==> src/rtl/mips_div_pkg.sv <==
// Shared types and constants for the MIPS multi-cycle divide unit.
package mips_div_pkg;

   typedef enum logic [1:0] {
      IDLE  = 2'd0,
      RUN   = 2'd1,
      FIXUP = 2'd2
   } div_state_e;

   localparam int          DIV_ITERS   = 32;
   localparam logic [4:0]  DIV_OP      = 5'b01010;
   localparam logic [31:0] DIV_ZERO_LO = 32'hFFFF_FFFF;

   function automatic logic is_div_op(input logic [4:0] aluop);
      return aluop == DIV_OP;
   endfunction

endpackage

==> src/rtl/div_sequencer_if.sv <==
// Pipeline-side bundle for the divide unit: issue, HI/LO read and status.
interface div_sequencer_if #(
   parameter int WIDTH = 32
) ();

   logic             div_start;
   logic             div_signed;
   logic [WIDTH-1:0] rs_val;
   logic [WIDTH-1:0] rt_val;
   logic             hilo_read;
   logic             hilo_sel;
   logic [WIDTH-1:0] hilo_data;
   logic             busy;
   logic             stall;
   logic             done;
   logic             div_by_zero;

   modport master (
      output div_start, div_signed, rs_val, rt_val, hilo_read, hilo_sel,
      input  hilo_data, busy, stall, done, div_by_zero
   );

   modport slave (
      input  div_start, div_signed, rs_val, rt_val, hilo_read, hilo_sel,
      output hilo_data, busy, stall, done, div_by_zero
   );

endinterface

==> src/rtl/div_step.sv <==
// One restoring-division iteration: shift {rem,quo} left, trial-subtract divisor.
module div_step #(
   parameter int WIDTH = 32
) (
   input  logic [WIDTH-1:0] rem_i,
   input  logic [WIDTH-1:0] quo_i,
   input  logic [WIDTH-1:0] divisor_i,
   output logic [WIDTH-1:0] rem_o,
   output logic [WIDTH-1:0] quo_o
);

   logic [WIDTH:0] rem_sh;
   logic           fits;

   always_comb begin
      rem_sh = {rem_i, quo_i[WIDTH-1]};
      fits   = rem_sh >= {1'b0, divisor_i};
      // A fitting difference is always below the divisor, so it fits WIDTH bits.
      if (fits) begin
         rem_o = WIDTH'(rem_sh - {1'b0, divisor_i});
         quo_o = {quo_i[WIDTH-2:0], 1'b1};
      end else begin
         rem_o = rem_sh[WIDTH-1:0];
         quo_o = {quo_i[WIDTH-2:0], 1'b0};
      end
   end

endmodule

==> src/rtl/div_sequencer.sv <==
// DIV/DIVU sequencer: magnitude restoring divider, sign fixup, HI/LO and stall.
module div_sequencer
   import mips_div_pkg::*;
#(
   parameter int WIDTH = 32,
   parameter int ITERS = WIDTH
) (
   input  logic          clk,
   input  logic          reset,
   div_sequencer_if.slave bus
);

   localparam int                CNT_W     = $clog2(ITERS);
   localparam logic [CNT_W-1:0] LAST_STEP = CNT_W'(ITERS - 1);

   function automatic logic [WIDTH-1:0] negate(input logic [WIDTH-1:0] v);
      return (~v) + WIDTH'(1);
   endfunction

   function automatic logic [WIDTH-1:0] apply_sign(input logic [WIDTH-1:0] v,
                                                   input logic neg);
      return neg ? negate(v) : v;
   endfunction

   div_state_e       state_q, state_d;
   logic [CNT_W-1:0] count_q, count_d;
   logic [WIDTH-1:0] hi_q, hi_d;
   logic [WIDTH-1:0] lo_q, lo_d;
   logic             done_q, done_d;
   logic             dbz_q, dbz_d;

   logic [WIDTH-1:0] rem_q, rem_d;
   logic [WIDTH-1:0] quo_q, quo_d;
   logic [WIDTH-1:0] dvsr_q, dvsr_d;
   logic [WIDTH-1:0] dividend_q, dividend_d;
   logic             qneg_q, qneg_d;
   logic             rneg_q, rneg_d;
   logic             zero_q, zero_d;

   logic signed [WIDTH-1:0] rs_s;
   logic signed [WIDTH-1:0] rt_s;
   logic                    rs_neg;
   logic                    rt_neg;
   logic [WIDTH-1:0]        step_rem;
   logic [WIDTH-1:0]        step_quo;
   logic                    busy;

   assign rs_s   = bus.rs_val;
   assign rt_s   = bus.rt_val;
   assign rs_neg = bus.div_signed && (rs_s < 0);
   assign rt_neg = bus.div_signed && (rt_s < 0);

   div_step #(.WIDTH(WIDTH)) u_step (
      .rem_i     (rem_q),
      .quo_i     (quo_q),
      .divisor_i (dvsr_q),
      .rem_o     (step_rem),
      .quo_o     (step_quo)
   );

   always_comb begin
      state_d    = state_q;
      count_d    = count_q;
      hi_d       = hi_q;
      lo_d       = lo_q;
      done_d     = 1'b0;
      dbz_d      = 1'b0;
      rem_d      = rem_q;
      quo_d      = quo_q;
      dvsr_d     = dvsr_q;
      dividend_d = dividend_q;
      qneg_d     = qneg_q;
      rneg_d     = rneg_q;
      zero_d     = zero_q;

      unique case (state_q)
         IDLE: begin
            if (bus.div_start) begin
               dividend_d = bus.rs_val;
               dvsr_d     = apply_sign(bus.rt_val, rt_neg);
               quo_d      = apply_sign(bus.rs_val, rs_neg);
               rem_d      = '0;
               qneg_d     = rs_neg ^ rt_neg;
               rneg_d     = rs_neg;
               zero_d     = (bus.rt_val == '0);
               count_d    = '0;
               state_d    = RUN;
            end
         end
         RUN: begin
            rem_d   = step_rem;
            quo_d   = step_quo;
            count_d = count_q + CNT_W'(1);
            if (count_q == LAST_STEP) state_d = FIXUP;
         end
         FIXUP: begin
            // A zero divisor still takes the full latency; the result is fixed.
            if (zero_q) begin
               lo_d  = '1;
               hi_d  = dividend_q;
               dbz_d = 1'b1;
            end else begin
               lo_d = apply_sign(quo_q, qneg_q);
               hi_d = apply_sign(rem_q, rneg_q);
            end
            done_d  = 1'b1;
            state_d = IDLE;
         end
         default: state_d = IDLE;
      endcase
   end

   always_ff @(posedge clk) begin
      if (reset) begin
         state_q <= IDLE;
         count_q <= '0;
         hi_q    <= '0;
         lo_q    <= '0;
         done_q  <= 1'b0;
         dbz_q   <= 1'b0;
      end else begin
         state_q <= state_d;
         count_q <= count_d;
         hi_q    <= hi_d;
         lo_q    <= lo_d;
         done_q  <= done_d;
         dbz_q   <= dbz_d;
      end
   end

   always_ff @(posedge clk) begin
      rem_q      <= rem_d;
      quo_q      <= quo_d;
      dvsr_q     <= dvsr_d;
      dividend_q <= dividend_d;
      qneg_q     <= qneg_d;
      rneg_q     <= rneg_d;
      zero_q     <= zero_d;
   end

   assign busy            = (state_q != IDLE);
   assign bus.busy        = busy;
   assign bus.stall       = busy & (bus.div_start | bus.hilo_read);
   assign bus.done        = done_q;
   assign bus.div_by_zero = dbz_q;
   assign bus.hilo_data   = bus.hilo_sel ? hi_q : lo_q;

endmodule

==> src/flat_wrapper.sv <==
// flat-port wrapper written by rule: the top's interface ports become plain ports
module div_sequencer_flat import mips_div_pkg::*;
#(
   parameter int WIDTH = 32,
   parameter int ITERS = WIDTH
)
  (clk, reset, bus_div_start, bus_div_signed, bus_rs_val, bus_rt_val, bus_hilo_read, bus_hilo_sel, bus_hilo_data, bus_busy, bus_stall, bus_done, bus_div_by_zero);
  div_sequencer_if #(.WIDTH(WIDTH)) bus_i ();
  input  logic clk;
  input  logic reset;
  input wire logic [$bits(bus_i.div_start)-1:0] bus_div_start;
  input wire logic [$bits(bus_i.div_signed)-1:0] bus_div_signed;
  input wire logic [$bits(bus_i.rs_val)-1:0] bus_rs_val;
  input wire logic [$bits(bus_i.rt_val)-1:0] bus_rt_val;
  input wire logic [$bits(bus_i.hilo_read)-1:0] bus_hilo_read;
  input wire logic [$bits(bus_i.hilo_sel)-1:0] bus_hilo_sel;
  output wire logic [$bits(bus_i.hilo_data)-1:0] bus_hilo_data;
  output wire logic [$bits(bus_i.busy)-1:0] bus_busy;
  output wire logic [$bits(bus_i.stall)-1:0] bus_stall;
  output wire logic [$bits(bus_i.done)-1:0] bus_done;
  output wire logic [$bits(bus_i.div_by_zero)-1:0] bus_div_by_zero;
  assign bus_i.div_start = bus_div_start;
  assign bus_i.div_signed = bus_div_signed;
  assign bus_i.rs_val = bus_rs_val;
  assign bus_i.rt_val = bus_rt_val;
  assign bus_i.hilo_read = bus_hilo_read;
  assign bus_i.hilo_sel = bus_hilo_sel;
  assign bus_hilo_data = bus_i.hilo_data;
  assign bus_busy = bus_i.busy;
  assign bus_stall = bus_i.stall;
  assign bus_done = bus_i.done;
  assign bus_div_by_zero = bus_i.div_by_zero;
  div_sequencer #(.WIDTH(WIDTH), .ITERS(ITERS)) u_core (.clk(clk), .reset(reset), .bus(bus_i));
endmodule
==> config.mk <==
export PLATFORM = sky130hd
export DESIGN_NAME = div_sequencer_flat
export DESIGN_NICKNAME = d
export VERILOG_FILES = /design/src/rtl/mips_div_pkg.sv /design/src/rtl/div_sequencer_if.sv /design/src/rtl/div_step.sv /design/src/rtl/div_sequencer.sv /design/src/flat_wrapper.sv
export SDC_FILE = /design/constraint.sdc
export NUM_CORES = 1
export LEC_CHECK = 0
export CORE_MARGIN = 4
export CORE_UTILIZATION = 59
export CTS_CLUSTER_SIZE = 24
export DETAILED_ROUTE_END_ITERATION = 7
export GPL_ROUTABILITY_DRIVEN = 0
export GPL_TIMING_DRIVEN = 0
export PLACE_DENSITY = 0.81
export SYNTH_ARGS = -nofsm -noshare
export SYNTH_HDL_FRONTEND = slang
export SYNTH_SLANG_ARGS = --single-unit
==> constraint.sdc <==
create_clock -name clk -period 6.28 [get_ports clk]
set_clock_uncertainty 0.15 [all_clocks]
set_input_delay 1.256 -clock clk [delete_from_list [all_inputs] [get_ports clk]]
set_output_delay 1.256 -clock clk [all_outputs]
set_load 0.01 [all_outputs]
## Word level (Yosys, flattened, before mapping)

Cells that the tools add are included.

| operators by class | value |
|---|---|
| multiplexer cells | 20 |
| eq/ne operators | 5 |
| multiply operators | 0 |
| shift-type cells | 0 |
| reductions and logical operators | 10 |
| add/sub/neg operators | 6 |
| divide/modulo/power cells | 0 |
| $lt $le $gt $ge | 3 |
| bitwise logic cells | 8 |

Operators by type and width:

| kind | count |
|---|---|
| 2-to-1 mux 32 bit | 10 |
| adder 32 x 1 -> 32 bit (second input constant) | 4 |
| inverter 32 bit | 4 |
| case mux 32 bit (2 select lines) | 2 |
| less-than comparator 32 x 1 -> 1 bit (second input constant) | 2 |
| >= comparator 33 x 32 -> 1 bit | 1 |
| zero test 32 bit | 1 |
| subtractor 32 bit | 1 |
| case mux 5 bit (2 select lines) | 1 |
| AND reduction 2 bit | 3 |
| adder 5 x 1 -> 5 bit (second input constant) | 1 |
| equality test 5 bit (second input constant) | 1 |
| 2-to-1 mux 5 bit | 1 |
| 2-to-1 mux 2 bit | 2 |
| case mux 2 bit (2 select lines) | 1 |
| nonzero test 2 bit | 2 |
| 2-to-1 mux 1 bit | 3 |
| equality test 2 x 1 -> 1 bit (second input constant) | 1 |
| equality test 2 bit (second input constant) | 1 |
| logical AND 1 bit | 2 |
| zero test 2 bit | 1 |
| != test 2 x 1 -> 1 bit (second input constant) | 1 |
| != test 2 bit (second input constant) | 1 |
| OR reduction 2 bit | 1 |
| other kinds (4) | 4 |

| word-level totals | value |
|---|---|
| memory bits (read-only) | 0 |
| flip-flop bits (word level) | 204 |
| RAM bits | 0 |
| word-level logic and storage cells | 65 |
| bits of input ports | 70 |
| memories kept | 0 |
| latch bits | 0 |
| output and inout port bits | 36 |

## Depth between registers and ports, before layout

Gate-level depths: netlist (run 1).

| depth | value |
|---|---|
| depth after elaboration | 5 |
| mapped depth | 14 |
| mapped depth without buffers | 12 |

## Cells and area by module

From an unflattened synthesis (run 1), not the netlist that was laid out.

| unflattened totals | value |
|---|---|
| cell total of the unflattened synthesis | 1,381 |
| area, all modules | 13,113.8 µm² |

Modules (own cells, without submodules):

| module | instances | cells each | area each (µm²) | sequential area each (µm²) |
|---|---|---|---|---|
| div_sequencer | 1 | 1,026 | 10,542.6 | 5,395.2 |
| div_step | 1 | 355 | 2,571.2 | 0.0 |

## Worst setup path before layout (run 1)

OpenSTA, ideal clock, no wires.

| timing | value |
|---|---|
| kind | input port to flip-flop |
| start point | input port bus_div_start |
| end point | register u_core.quo_q[0], enable pin |
| arrival | 4,193 ps |
| data required time | 5,711 ps |
| setup slack | 1,518 ps |
| path buffers | 0 |
| stages | 4 |
| setup time | 419 ps |
| cell sequence | nand2_1 > inv_1 > nor2_1 > inv_1 |

| on the way | value |
|---|---|
| longest elaborated chain between the ends | 2 |

Ends and longest elaborated chain:

| item | RTL line | RTL |
|---|---|---|
| from (decl) | flat_wrapper.sv:11 | `input wire logic [$bits(bus_i.div_start)-1:0] bus_div_start;` |
| != test 2 bit (no line) | n/a |  |
| AND reduction 2 bit (no line) | n/a |  |
| to (signal assigned) | div_sequencer.sv:133 | `quo_q <= quo_d;` |
| to (decl) | div_sequencer.sv:33 | `logic [WIDTH-1:0] quo_q, quo_d;` |

Every way passes these cells.
A chain may end at the register's enable or synchronous reset.

## Worst setup path after layout (run 1)

| timing | value |
|---|---|
| start point | input port bus_hilo_sel |
| end point | output port bus_hilo_data[27] |

| on the way | value |
|---|---|
| longest elaborated chain between the ends | 1 |

Ends and longest elaborated chain:

| item | RTL line | RTL |
|---|---|---|
| from (decl) | flat_wrapper.sv:16 | `input wire logic [$bits(bus_i.hilo_sel)-1:0] bus_hilo_sel;` |
| 2-to-1 mux 32 bit | div_sequencer.sv:146 | `assign bus.hilo_data = bus.hilo_sel ? hi_q : lo_q;` |
| to (decl) | flat_wrapper.sv:17 | `output wire logic [$bits(bus_i.hilo_data)-1:0] bus_hilo_data;` |

Every way passes these cells.

==> results.yml, run 1 <==
synthesis:
  synth_area_um2: 12200
  synth_warnings: 0
  synth_compound_area_frac: 0.159
  synthFlopType: "edfxtp_1"
  synth_fa_ha_area_frac: 0.0407
  synth-simple-area-share: 0.161
  synth_edf_count: 131
  ys_seq_elements: 204
  syn_nets: 1434
  synth_mux_area_frac: 0.0509
  syn_inst: 1325
  synth_top_family_by_area: "simple AND/OR/NAND/NOR gates"
  yosysSeqAreaShare: 0.443
  yosys.area_share.xor_xnor: 0.107
  synthArstFlopShare: 0
  syn_avg_cell_area_um2: 9.20
  ys_types: 57
cells_and_area:
  multi_input_area_um2: 6320
  final_nets: 1565
  drive_above_1_share: 0.0617
  syn2layout_area_growth_pct: 18.5
  fin_area_um2: 14400
  fillers: 1572
  layout.cells.non_filler: 1744
  regArea_um2: 5400
  antenna-diode-count: 0
min_path:
  hp-class: "reg2reg"
  min_to: "u_core.hi_q[3]"
  hold_start: "u_core.hi_q[3]"
  hold_depth: 2
timing:
  relSlewSlack: 0.230
  whs_ns: 0.301
  max_freq_mhz: 220
  rsz0062_at_grt: "false"
  drv_slew: 0
  setup_viol: 0
  finalCriticalPeriod_ns: 4.54
  worst_pin_slew_ns: 1.14
  finalHoldViolCount: 0
  finalSetupTns_ns: 0
  period_share: 0.722
global_routing:
  grt_use_met3: 0.0532
  met2_usage: 0.481
  gr-total-overflow: 0
  grt_usage: 0.290
  grt_busiest_layer: "met2"
  use_met1: 0.395
  grt_pass1_wl_um: 52600
  grt_max_degree: 36
  antenna_found_initial: 0
  grt_pass1_vias: 10088
clocking:
  clockBufferDepth: 3
  path_clk_slew_ns: 0.06
  cts_hold_buffers: 0
  ctsResizeCount: 0
  cts_tree: "built"
  clk_latency_ns: 0.52
  numCtsBuffers: 24
  cts_sinks: 204
  cts-root-buf: "clkbuf_16"
  cts_setup_buffers: 0
  cts_htree_levels: 1
worst_setup_path:
  timing.rr.start: "u_core.rem_q[16]"
  crit_fanout: 10
  r2r_end: "u_core.rem_q[9]"
  path_class: "in2out"
  start_kind: "input pin"
  end_kind: "output port"
  critPathRequiredTime_ns: 4.87
  path_cells: "clkbuf_1 -> buf_1 -> mux2_2 -> clkdlybuf4s50_1"
  critical_path.max_stage_delay_ns: 0.55
  slowest_stage: "buf_1"
  cp.arrival_ns: 3.13
  reg2reg_depth: 13
  rrSetupSlack_ns: 2.12
die:
  num_rows: 52
  io_pins: 106
  core_area_um2: 20300
  die_w_um: 152
  die-area_um2: 23000
  die_h_um: 152
  initial_utilization: 0.600
drt:
  ant_nets: 0
  routed_wl_um: 33900
  drtIter0Drc: 1279
  wire_per_inst_um: 19.4
  dr.pass1.iters: 7
  via_count: 10700
  via_per_inst: 6.14
  drc: 0
power_and_ir_drop:
  total_power_uw: 4090
  irDropWorstVdd_mv: 0.194
  cellPowerDensity_nw_per_um2: 283
  p_leak_uw: 0.00537
place:
  portBuffers: 103
  hpwl_um: 25300
  placed_area_um2: 13600
  dp_cells: 1700
job:
  cap_violations: 0
outcome:
  status: "complete, no violations"
worst max-delay path by stage:
stage	startpoint	to	slack, ns	cells past startpoint
after global placement	bus_div_start	u_core.count_q[3]	-0.35	6
after detailed placement	bus_rt_val[2]	u_core.zero_q	1.62	8
final	bus_hilo_sel	bus_hilo_data[27]	1.74	4
after global routing	bus_hilo_sel	bus_hilo_data[16]	1.70	4
after floorplan	bus_div_start	u_core.quo_q[0]	1.52	4
after CTS	bus_hilo_sel	bus_hilo_data[16]	1.78	4
routing by layer:
layer	wire length (um)	vias up
li1	-	5012
met1	13600	5052
met2	16100	551
met3	3290	85
met4	925	0
met5	0	-
per-stage QoR:
step	util	setup slack, ns
after floorplan	-	1.52
after global placement	0.668	-0.353
after detailed placement	0.670	1.62
after CTS	0.711	1.78
after global routing	0.711	1.70
final	0.711	1.74
sequential cells by signal, summed over array words and instances, names as in the netlist:
signal,cells
u_core.rneg_q,1
u_core.hi_q,32
u_core.bus.done,1
u_core.count_q,5
u_core.state_q,2
u_core.rem_q,32
u_core.qneg_q,1
u_core.zero_q,1
u_core.lo_q,32
u_core.dvsr_q,32
u_core.quo_q,32
u_core.dividend_q,32
u_core.bus.div_by_zero,1
synth_stat cells (3+ instances only):
library cell | n | area share
o21bai_1 | 5 | 0.0031
nand4_1 | 4 | 0.0021
or3_1 | 6 | 0.0031
edfxtp_1 | 131 | 0.32
dfxtp_1 | 73 | 0.12
o211ai_1 | 5 | 0.0031
a21oi_1 | 83 | 0.034
nor3_1 | 26 | 0.011
mux2i_1 | 26 | 0.021
o41ai_1 | 18 | 0.013
a21o_1 | 9 | 0.0055
inv_1 | 53 | 0.016
a211oi_1 | 8 | 0.0049
nand2b_1 | 12 | 0.0062
nand3b_1 | 6 | 0.0037
nand2_1 | 179 | 0.055
or4_1 | 14 | 0.0086
nor2_1 | 117 | 0.036
o21ai_0 | 112 | 0.046
nor4_1 | 14 | 0.0072
xnor2_1 | 80 | 0.057
xor2_1 | 69 | 0.050
or4_4 | 3 | 0.0028
and2_1 | 8 | 0.0041
nand3_1 | 17 | 0.0070
a31oi_1 | 8 | 0.0041
and3_1 | 5 | 0.0026
nor2b_1 | 9 | 0.0046
o21a_1 | 5 | 0.0031
o31ai_1 | 21 | 0.013
clkbuf_1 | 61 | 0.019
a311oi_1 | 4 | 0.0029
ha_1 | 38 | 0.039
buf_2 | 3 | 0.0012
a21boi_0 | 3 | 0.0018
buf_1 | 6 | 0.0018
o22ai_1 | 28 | 0.014
mux2_2 | 32 | 0.030
where the power goes:
group / internal [uW] / switching (uW) / total, uW
Combinational: 395 / 556 / 951
Clock: 890 / 568 / 1460
Sequential: 1560 / 118 / 1680
cell type report:
type / instances / share of cell area
buffer: 71 / 0.0192
clock buffer: 34 / 0.0528
clock inverter: 10 / 0.00572
inverter: 53 / 0.0138
multi-input combinational: 997 / 0.437
sequential: 204 / 0.374
tap: 270 / 0.0234
timing repair buffer: 105 / 0.0742
critical path: cells and delay by family:
kind | cells | cell delay [ns]
buffers and inverters | 3 | 1.44
multiplexers | 1 | 0.44
placed cells by master, fill, tap and decap left out, types with 4 or more instances in the layout:
master	synthesis	routed
o21a_1	5	5
nand3_1	17	17
clkbuf_1	61	63
mux2i_1	26	26
clkbuf_16	0	28
a31oi_1	8	8
a311oi_1	4	4
o22ai_1	28	28
inv_1	53	51
xnor2_1	80	80
o21bai_1	5	5
clkinv_2	0	7
ha_1	38	38
dfxtp_1	73	73
or3_1	6	6
nor2b_1	9	9
nor2_1	117	117
nor3_1	26	26
edfxtp_1	131	131
nand3b_1	6	6
or4_1	14	14
nand2_1	179	179
and2_1	8	8
buf_1	6	6
nor4_1	14	14
nand4_1	4	4
clkbuf_8	0	4
and3_1	5	5
o31ai_1	21	21
nand2b_1	12	12
o21ai_0	112	112
o211ai_1	5	5
clkdlybuf4s50_1	0	103
o41ai_1	18	18
a21oi_1	83	83
a21o_1	9	9
a211oi_1	8	8
mux2_2	32	32
xor2_1	69	69
logic make-up after synthesis:
| kind of cell | Yosys count |
|---|---|
| adder cells (fa/ha/maj) | 39 |
| flip-flops | 204 |
| AND/OR/NAND/NOR | 430 |
| AO/OA/AOI/OAI | 321 |
| buffers and inverters | 124 |
| XOR/XNOR | 149 |
| multiplexers | 58 |
(Power assumes the default switching activity.)
==> run 2: changes to the inputs <==
==> constraint.sdc (replaced) <==
create_clock -name clk -period 4.6 [get_ports clk]
set_clock_uncertainty 0.15 [all_clocks]
set_input_delay 0.92 -clock clk [delete_from_list [all_inputs] [get_ports clk]]
set_output_delay 0.92 -clock clk [all_outputs]
set_load 0.01 [all_outputs]
==> results of run 2 <==
The final DEF is identical to that of run 1. Status: complete, no violations.
Main changes from that run: setup slack after placement 1.62 ns -> 0.273 ns; setup slack after layout 1.74 ns -> 0.436 ns; start point of the critical path bus_hilo_sel -> u_core.rem_q[16]; end point of the critical path bus_hilo_data[27] -> u_core.rem_q[9]; register-to-register setup slack 2.12 ns -> 0.44 ns; total power 4090 uW -> 5580 uW; worst IR drop on VDD 0.194 mV -> 0.265 mV
==> run 3: changes to the inputs <==
--- a/config.mk
+++ b/config.mk
@@ -5,7 +5,7 @@
 export SDC_FILE = /design/constraint.sdc
 export NUM_CORES = 1
 export LEC_CHECK = 0
-export CORE_MARGIN = 4
+export CORE_MARGIN = 2
 export CORE_UTILIZATION = 59
 export CTS_CLUSTER_SIZE = 24
 export DETAILED_ROUTE_END_ITERATION = 7
==> run 3 against run 2 <==
  * Combinational power about the same
  * Power about the same
  * Sequential share of layout area up 0.13 points
  * Maximum frequency up 1.2%
  * Final cell count down 0.17%
  * Register-to-register slack better by 0.05 ns
  * Sequential cell count unchanged
  * Non-clock buffer count down 1
==> results.yml, run 3 (synthesis results as in run 1) <==
outcome:
  status: "complete, no violations"
clocking:
  numCtsBuffers: 23
  cts_tree: "built"
  clockBufferDepth: 3
  cts_hold_buffers: 0
  path_clk_slew_ns: 0.06
  ctsResizeCount: 0
  clk_latency_ns: 0.54
  cts_htree_levels: 1
  cts-root-buf: "clkbuf_16"
  cts_sinks: 204
  cts_setup_buffers: 0
drt:
  routed_wl_um: 33700
  wire_per_inst_um: 19.3
  dr.pass1.iters: 8
  drc: 0
  via_per_inst: 6.23
  via_count: 10839
  ant_nets: 0
  drtIter0Drc: 1396
power_and_ir_drop:
  p_switching_uw: 1690
  total_power_uw: 5580
  p_leak_uw: 0.00534
  irDropWorstVdd_mv: 0.267
  pwr-share-seq: 0.410
  pwr-share-clk: 0.358
  cellPowerDensity_nw_per_um2: 388
  p_int_uw: 3890
  comb_power_share: 0.232
  p_sw_frac: 0.303
job:
  cap_violations: 0
worst_setup_path:
  crit_fanout: 10
  start_kind: "flop"
  path_cells: "ha_1 -> clkbuf_1 -> nand3_1 -> nor3_1 -> o21ai_0 -> o211ai_1 -> a21oi_1 -> o211ai_1 -> a41o_1 -> clkbuf_1 -> buf_2 -> mux2i_1 -> nor2_1"
  startpoint: "u_core.rem_q[19]"
  cp.depth: 13
  end_kind: "flop"
  r2r_end: "u_core.rem_q[13]"
  timing.rr.start: "u_core.rem_q[19]"
  crit_buf_inv: 3
  reg2reg_depth: 13
  critPathRequiredTime_ns: 4.71
  crit_family: "buffers and inverters"
  slowest_stage: "edfxtp_1"
  critPathCapture: "u_core.rem_q[13]"
  rrSetupSlack_ns: 0.49
  cp.arrival_ns: 4.22
  path_class: "reg2reg"
  critical_path.max_stage_delay_ns: 0.51
timing:
  finalHoldViolCount: 0
  rsz0062_at_grt: "false"
  worst_pin_slew_ns: 1.23
  drv_slew: 0
  relSlewSlack: 0.176
  setup_viol: 0
  max_freq_mhz: 243
  finalCriticalPeriod_ns: 4.11
  period_share: 0.894
global_routing:
  gr-total-overflow: 0
  grt_pass1_wl_um: 52800
  grt_use_met3: 0.0423
  use_met1: 0.426
  grt_busiest_layer: "met2"
  grt_pass1_vias: 10078
  antenna_found_initial: 0
  met2_usage: 0.487
  grt_usage: 0.305
  grt_max_degree: 69
cells_and_area:
  antenna-diode-count: 0
  fin_area_um2: 14400
  layout.cells.non_filler: 1741
  layout_common_cells: "nand2_1 (179), edfxtp_1 (131), nor2_1 (117)"
  drive_above_1_share: 0.0571
  syn2layout_area_growth_pct: 18.1
  multi_input_area_um2: 6320
  layout_commonest_cell: "nand2_1"
  fillers: 1530
  final_nets: 1563
  regArea_um2: 5400
  post-route-util: 0.711
die:
  io_pins: 106
  num_rows: 52
  die_w_um: 148
  die_h_um: 148
  core_area_um2: 20200
  die-area_um2: 21800
  initial_utilization: 0.602
place:
  dp_cells: 1699
  portBuffers: 103
  placed_area_um2: 13600
  hpwl_um: 24200
min_path:
  hp-class: "reg2reg"
  hold_depth: 2
[run 3: changes by cell type in the layout (fill, tap and decap cells not counted), sizes merged]
cell	change
buf	-1
clkbuf	-7
clkinv	+1
bufinv	+4
[run 3: layer usage]
metal / wire (um) / vias up
li1: - / 5000
met1: 13500 / 5128
met2: 15700 / 634
met3: 3420 / 77
met4: 1030 / 0
met5: 0 / -
[run 3: final cells by class]
| cell class | count | share of cell area |
|---|---|---|
| Timing Repair Buffer | 104 | 0.0730 |
| Multi-Input combinational cell | 997 | 0.439 |
| Inverter | 53 | 0.0140 |
| Sequential cell | 204 | 0.375 |
| Clock buffer | 27 | 0.0417 |
| Buffer | 71 | 0.0193 |
| Tap cell | 270 | 0.0235 |
| Clock inverter | 15 | 0.0147 |
[run 3: power groups by stage]
stage / registers, uW / clock network, uW / logic (uW)
after floorplan: 2270 / 0 / 918
after detailed placement: 2320 / 0 / 1250
after global placement: 2320 / 0 / 1220
final: 2290 / 2000 / 1290
after global routing: 2300 / 2060 / 1420
after CTS: 2280 / 2000 / 1270
[run 3: how the worst min path moves through the flow]
stage / to / from
3_3_place_gp: u_core.hi_q[4] / u_core.hi_q[4]
2_1_floorplan: u_core.hi_q[10] / u_core.hi_q[10]
6_report: u_core.hi_q[10] / u_core.hi_q[10]
4_1_cts: u_core.hi_q[10] / u_core.hi_q[10]
5_1_grt: u_core.hi_q[3] / u_core.hi_q[3]
3_5_place_dp: u_core.hi_q[10] / u_core.hi_q[10]
[run 3: worst reg2reg max path, stage by stage, from the launching register on]
cell and delay, ns:
edfxtp_1 0.51, ha_1 0.32, clkbuf_1 0.33, nand3_1 0.21
nor3_1 0.30, o21ai_0 0.15, o211ai_1 0.11, a21oi_1 0.14
o211ai_1 0.27, a41o_1 0.20, clkbuf_1 0.44, buf_2 0.43
mux2i_1 0.24, nor2_1 0.06
[run 3: per-stage QoR]
stage / worst slack (ns) / hold WS (ns) / TNS [ns]
5_1_grt: 0.191 / 0.330 / 0
3_3_place_gp: -1.76 / 0.292 / -112.63
4_1_cts: 0.591 / 0.302 / 0
2_1_floorplan: 0.174 / 0.283 / 0
3_5_place_dp: 0.253 / 0.293 / 0
6_report: 0.485 / 0.302 / 0
